$ cat src/rtl/cpu_memory.sv
// Moxie memory-access stage: drives the data-memory req/ack bus and the register-file write port.
// Optional macro CPU_MEM_TIMEOUT_EN bounds the wait for dmem_ack_i to TIMEOUT_CYCLES.
module cpu_memory #(
    parameter int unsigned TIMEOUT_CYCLES = 255
) (
    input  logic        clk_i,
    input  logic        rst_i,
    input  logic [3:0]  register_write_index_i,
    input  logic        register_write_enable_i,
    input  logic        memory_write_enable_i,
    input  logic        memory_read_enable_i,
    input  logic [31:0] memory_address_i,
    input  logic [31:0] result_i,
    input  logic        dmem_ack_i,
    input  logic [31:0] dmem_data_i,
    output logic        stall_o,
    output logic [3:0]  register_write_index_o,
    output logic        register_write_enable_o,
    output logic [31:0] result_o,
    output logic        dmem_req_o,
    output logic        dmem_we_o,
    output logic [31:0] dmem_addr_o,
    output logic [31:0] dmem_data_o,
    output logic        mem_error_o
);

    typedef enum logic {
        IDLE,
        ACCESS
    } state_t;

    state_t      state_q, state_d;
    logic        req_q, req_d;
    logic        we_q, we_d;
    logic [31:0] addr_q, addr_d;
    logic [31:0] wdata_q, wdata_d;
    logic [31:0] result_q, result_d;
    logic [3:0]  rwi_q, rwi_d;
    logic        rwe_q, rwe_d;
    logic [3:0]  ld_idx_q, ld_idx_d;

`ifdef CPU_MEM_TIMEOUT_EN
    localparam logic [15:0] LIMIT = 16'(TIMEOUT_CYCLES - 1);

    logic [15:0] cnt_q, cnt_d;
    logic        err_q, err_d;
`endif

    always_comb begin
        state_d  = state_q;
        req_d    = req_q;
        we_d     = we_q;
        addr_d   = addr_q;
        wdata_d  = wdata_q;
        result_d = result_q;
        rwi_d    = rwi_q;
        rwe_d    = 1'b0;
        ld_idx_d = ld_idx_q;
`ifdef CPU_MEM_TIMEOUT_EN
        cnt_d    = cnt_q;
        err_d    = 1'b0;
`endif
        unique case (state_q)
            IDLE: begin
                if (memory_write_enable_i) begin
                    // Store takes priority over a simultaneous load
                    addr_d  = memory_address_i;
                    wdata_d = result_i;
                    we_d    = 1'b1;
                    req_d   = 1'b1;
                    state_d = ACCESS;
`ifdef CPU_MEM_TIMEOUT_EN
                    cnt_d   = '0;
`endif
                end else if (memory_read_enable_i) begin
                    addr_d   = memory_address_i;
                    we_d     = 1'b0;
                    req_d    = 1'b1;
                    ld_idx_d = register_write_index_i;
                    state_d  = ACCESS;
`ifdef CPU_MEM_TIMEOUT_EN
                    cnt_d    = '0;
`endif
                end else begin
                    result_d = result_i;
                    rwe_d    = register_write_enable_i;
                    rwi_d    = register_write_index_i;
                end
            end
            ACCESS: begin
                if (dmem_ack_i) begin
                    req_d   = 1'b0;
                    state_d = IDLE;
                    if (!we_q) begin
                        result_d = dmem_data_i;
                        rwi_d    = ld_idx_q;
                        rwe_d    = 1'b1;
                    end
                end
`ifdef CPU_MEM_TIMEOUT_EN
                else if (cnt_q == LIMIT) begin
                    req_d   = 1'b0;
                    err_d   = 1'b1;
                    state_d = IDLE;
                end else begin
                    cnt_d = cnt_q + 16'd1;
                end
`endif
            end
        endcase
    end

    always_ff @(posedge clk_i or negedge rst_i) begin
        if (!rst_i) begin
            state_q  <= IDLE;
            req_q    <= 1'b0;
            we_q     <= 1'b0;
            addr_q   <= '0;
            wdata_q  <= '0;
            result_q <= '0;
            rwi_q    <= '0;
            rwe_q    <= 1'b0;
            ld_idx_q <= '0;
        end else begin
            state_q  <= state_d;
            req_q    <= req_d;
            we_q     <= we_d;
            addr_q   <= addr_d;
            wdata_q  <= wdata_d;
            result_q <= result_d;
            rwi_q    <= rwi_d;
            rwe_q    <= rwe_d;
            ld_idx_q <= ld_idx_d;
        end
    end

`ifdef CPU_MEM_TIMEOUT_EN
    always_ff @(posedge clk_i or negedge rst_i) begin
        if (!rst_i) begin
            cnt_q <= '0;
            err_q <= 1'b0;
        end else begin
            cnt_q <= cnt_d;
            err_q <= err_d;
        end
    end

    assign mem_error_o = err_q;
`else
    assign mem_error_o = 1'b0;
`endif

    assign stall_o                 = (state_q == ACCESS);
    assign dmem_req_o              = req_q;
    assign dmem_we_o               = we_q;
    assign dmem_addr_o             = addr_q;
    assign dmem_data_o             = wdata_q;
    assign result_o                = result_q;
    assign register_write_index_o  = rwi_q;
    assign register_write_enable_o = rwe_q;

endmodule

$ cat config.mk
export PLATFORM = sky130hd
export DESIGN_NAME = cpu_memory
export DESIGN_NICKNAME = d
export VERILOG_FILES = /design/src/rtl/cpu_memory.sv
export SDC_FILE = /design/constraint.sdc
export NUM_CORES = 1
export LEC_CHECK = 0
export ABC_CLOCK_PERIOD_IN_PS = 2300
export BUFFER_PORTS_ARGS = -buffer_cell sky130_fd_sc_hd__buf_4
export CAP_MARGIN = 5
export CORE_MARGIN = 2
export CORE_UTILIZATION = 30
export DETAILED_ROUTE_END_ITERATION = 16
export GPL_ROUTABILITY_DRIVEN = 1
export SYNTH_ARGS = -nofsm -noshare
export SYNTH_HDL_FRONTEND = slang
export SYNTH_SLANG_ARGS = --single-unit
$ cat constraint.sdc
create_clock -name clk_i -period 2.3 [get_ports clk_i]
set_clock_uncertainty 0.05 [all_clocks]
set_input_delay 0.115 -clock clk_i [delete_from_list [all_inputs] [get_ports clk_i]]
set_output_delay 0.115 -clock clk_i [all_outputs]
set_load 0.005 [all_outputs]
==> impl_metrics.yaml <==
status:
  outcome: "complete, no violations"
yosys:
  ys_types: 16
  synth_area_um2: 4620
  syn_nets: 385
  ys_warn_count: 0
  synthCells: 279
  postSynthAreaPerCell_um2: 16.5
  ys_ff_latch: 108
  ys_seq_area_frac: 0.586
place:
  place_congestion: 0.688
  dp_worst_setup_slack_ns: 0.360
  portBuffers: 209
  dpl.hpwl_mm: 8.27
timing:
  drv_slew: 0
  period_share: 0.828
  tightestPinTransition_ns: 0.640
  timing.final.ws_setup_ns: 0.396
  relSlewSlack: 0.572
  fmax_mhz: 525
  hold_viol: 0
  rsz0062_at_grt: "false"
  finalSetupViolations: 0
  fin_crit_ns: 1.90
  setup-tns-final_ns: 0
finish:
  layout_common_cells: "buf_4, mux2_2, dfrtp_1"
  area_growth_pct: 60.0
  nets: 669
  fill_cells: 1302
  drive_gt1_frac: 0.663
  antenna-diode-count: 0
  final_common_cell: "buf_4"
setup_path:
  crit_required_ns: 2.48
  start_kind: "flip-flop"
  worstSetupPathType: "flip-flop to flip-flop"
  worstRegToRegCells: 4
  cpLargestDelayFamily: "compound AO/OA/AOI/OAI gates"
  crit_slowest_cell: "o21bai_4"
  rr_endpoint: "result_o[13]"
  worstSetupEndpointType: "flip-flop"
  path_buf_inv: 1
  cp_max_fo: 14
  crit_path_max_incr_delay_ns: 0.54
  r2r_slack_ns: 0.40
  rr_startpoint: "stall_o"
  worst_ep_arrival_time_ns: 2.09
  path_cells: "nand2_1 -> o21bai_4 -> buf_4 -> mux2_4"
detailed_routing:
  ant_nets: 0
  routed_wl_mm: 12.0
  first_iter_violations: 98
  drcViolationCount: 0
  vias: 3361
  vias_per_cell: 4.45
  wire_per_inst_um: 15.9
  firstDrtPassIters: 4
global_routing:
  first_global_vias: 3729
  grt_max_degree: 55
  overflow: 0
  grt_pass1_wl_mm: 18.7
  antenna_found_initial: 0
  grt_usage: 0.148
die:
  die_w_um: 128
  rows: 45
  start_util: 0.305
  coreArea_um2: 15100
  die_area_um2: 16400
  die_h_um: 128
  ios: 211
pwr:
  power.total_mw: 6.35
  cellPowerDensity_nw_per_um2: 859
  p_leak_nw: 3.46
  vdd_drop_max_mv: 0.403
clock_network:
  cts_made_buffers: 9
  htree_num_levels: 3
  cts_tree: "yes"
  cts-resized-gates: 0
  clk_pin_slew_ns: 0.07
  cts_num_sinks: 108
  cts.path.max_buffers: 2
  ctsRootBufferMaster: "clkbuf_16"
  clkLatencyLatePin_ns: 0.34
min_path:
  hp-class: "input port to flip-flop"
  hold_path_depth: 3
  hold_end: "stall_o"
  holdCritStartpoint: "memory_read_enable_i"
run:
  cap_violations: 0
==> cell type report <==
| cell class | instances | area [µm²] | share of cell area |
|---|---|---|---|
| repair buffers | 289 | 2380 | 0.323 |
| clock inverters | 3 | 23.8 | 0.00322 |
| well taps | 188 | 235 | 0.0318 |
| flip-flops and latches | 108 | 2700 | 0.366 |
| multi-input cells | 155 | 1790 | 0.243 |
| clock buffers | 12 | 246 | 0.0334 |
==> metal layers <==
metal / up-vias / GRT usage / routed length [µm]
li1: 1547 / - / -
met1: 1652 / 0.167 / 4740
met2: 136 / 0.253 / 6070
met3: 26 / 0.0526 / 840
met4: 0 / 0.0646 / 388
met5: - / 0 / 0
==> state kept, by name (all words and copies together), names as in the netlist <==
signal and count:
dmem_req_o 1, dmem_addr_o 32, dmem_we_o 1, register_write_index_o 4, ld_idx_q 4, stall_o 1, register_write_enable_o 1, result_o 32
dmem_data_o 32
==> cell usage after synthesis <==
| cell | count | area (µm²) |
|---|---|---|
| mux2_2 | 110 | 1240 |
| dfrtp_1 | 108 | 2700 |
| mux2_4 | 30 | 450 |
| buf_2 | 6 | 30.0 |
| nand2_1 | 6 | 22.5 |
| buf_4 | 4 | 30.0 |
| buf_12 | 3 | 60.1 |
| buf_6 | 2 | 22.5 |
| nand2b_1 | 2 | 12.5 |
| o21bai_1 | 2 | 15.0 |
| a21oi_1 | 1 | 5.00 |
| clkbuf_1 | 1 | 3.75 |
| conb_1 | 1 | 3.75 |
| nor2_1 | 1 | 3.75 |
| nor3_2 | 1 | 10.0 |
| o21ai_0 | 1 | 5.00 |
==> where the power goes <==
part / total, mW / leakage [nW] / switching [mW] / internal, mW
clock: 1.44 / 0.125 / 0.682 / 0.762
sequential: 2.76 / 1.26 / 0.317 / 2.44
combinational: 2.14 / 2.07 / 0.672 / 1.47
total: 6.35 / 3.46 / 1.67 / 4.67
==> worst reg2reg max path, cell delays in order (launching register included) <==
cell	delay, ns
dfrtp_2	0.42
nand2_1	0.13
o21bai_4	0.54
buf_4	0.33
mux2_4	0.32
==> worst max path at each step <==
stage          startpoint      endpoint  slack, ns  cells past startpoint
3_3_place_gp      stall_o  result_o[18]       0.40                      4
3_5_place_dp      stall_o  result_o[13]       0.36                      4
6_report          stall_o  result_o[13]       0.40                      4
2_1_floorplan     stall_o  result_o[10]       0.72                      5
5_1_grt           stall_o  result_o[13]       0.28                      4
4_1_cts           stall_o  result_o[13]       0.36                      4
==> logic make-up after synthesis <==
| family | after synthesis | share of synthesized area |
|---|---|---|
| buffers and inverters | 16 | 0.0317 |
| flip-flops | 108 | 0.586 |
| other | 1 | 0.000812 |
| AND/OR/NAND/NOR | 10 | 0.0106 |
| AO/OA/AOI/OAI | 4 | 0.00542 |
| multiplexers | 140 | 0.366 |
==> what timing repair did <==
| action | CTS | global route |
|---|---|---|
| endpoints found under the hold margin | 112 | 0 |
| hold buffers | 71 | 0 |
| endpoints found under the setup margin | 0 | 0 |
| setup buffers | 0 | 0 |
==> metrics by stage <==
stage                     hold WS [ns]  std cells  utilization  area, µm²
after CTS                       0.0271        755        0.488       7390
after global placement        -0.00603        669        0.423       6400
after detailed placement      -0.00171        669        0.423       6400
final                           0.0401        755        0.488       7390
after global routing            0.0347        755        0.488       7390
after floorplan                 -0.231        279            -       4620
Note: power is estimated with default switching activity, not from simulation.
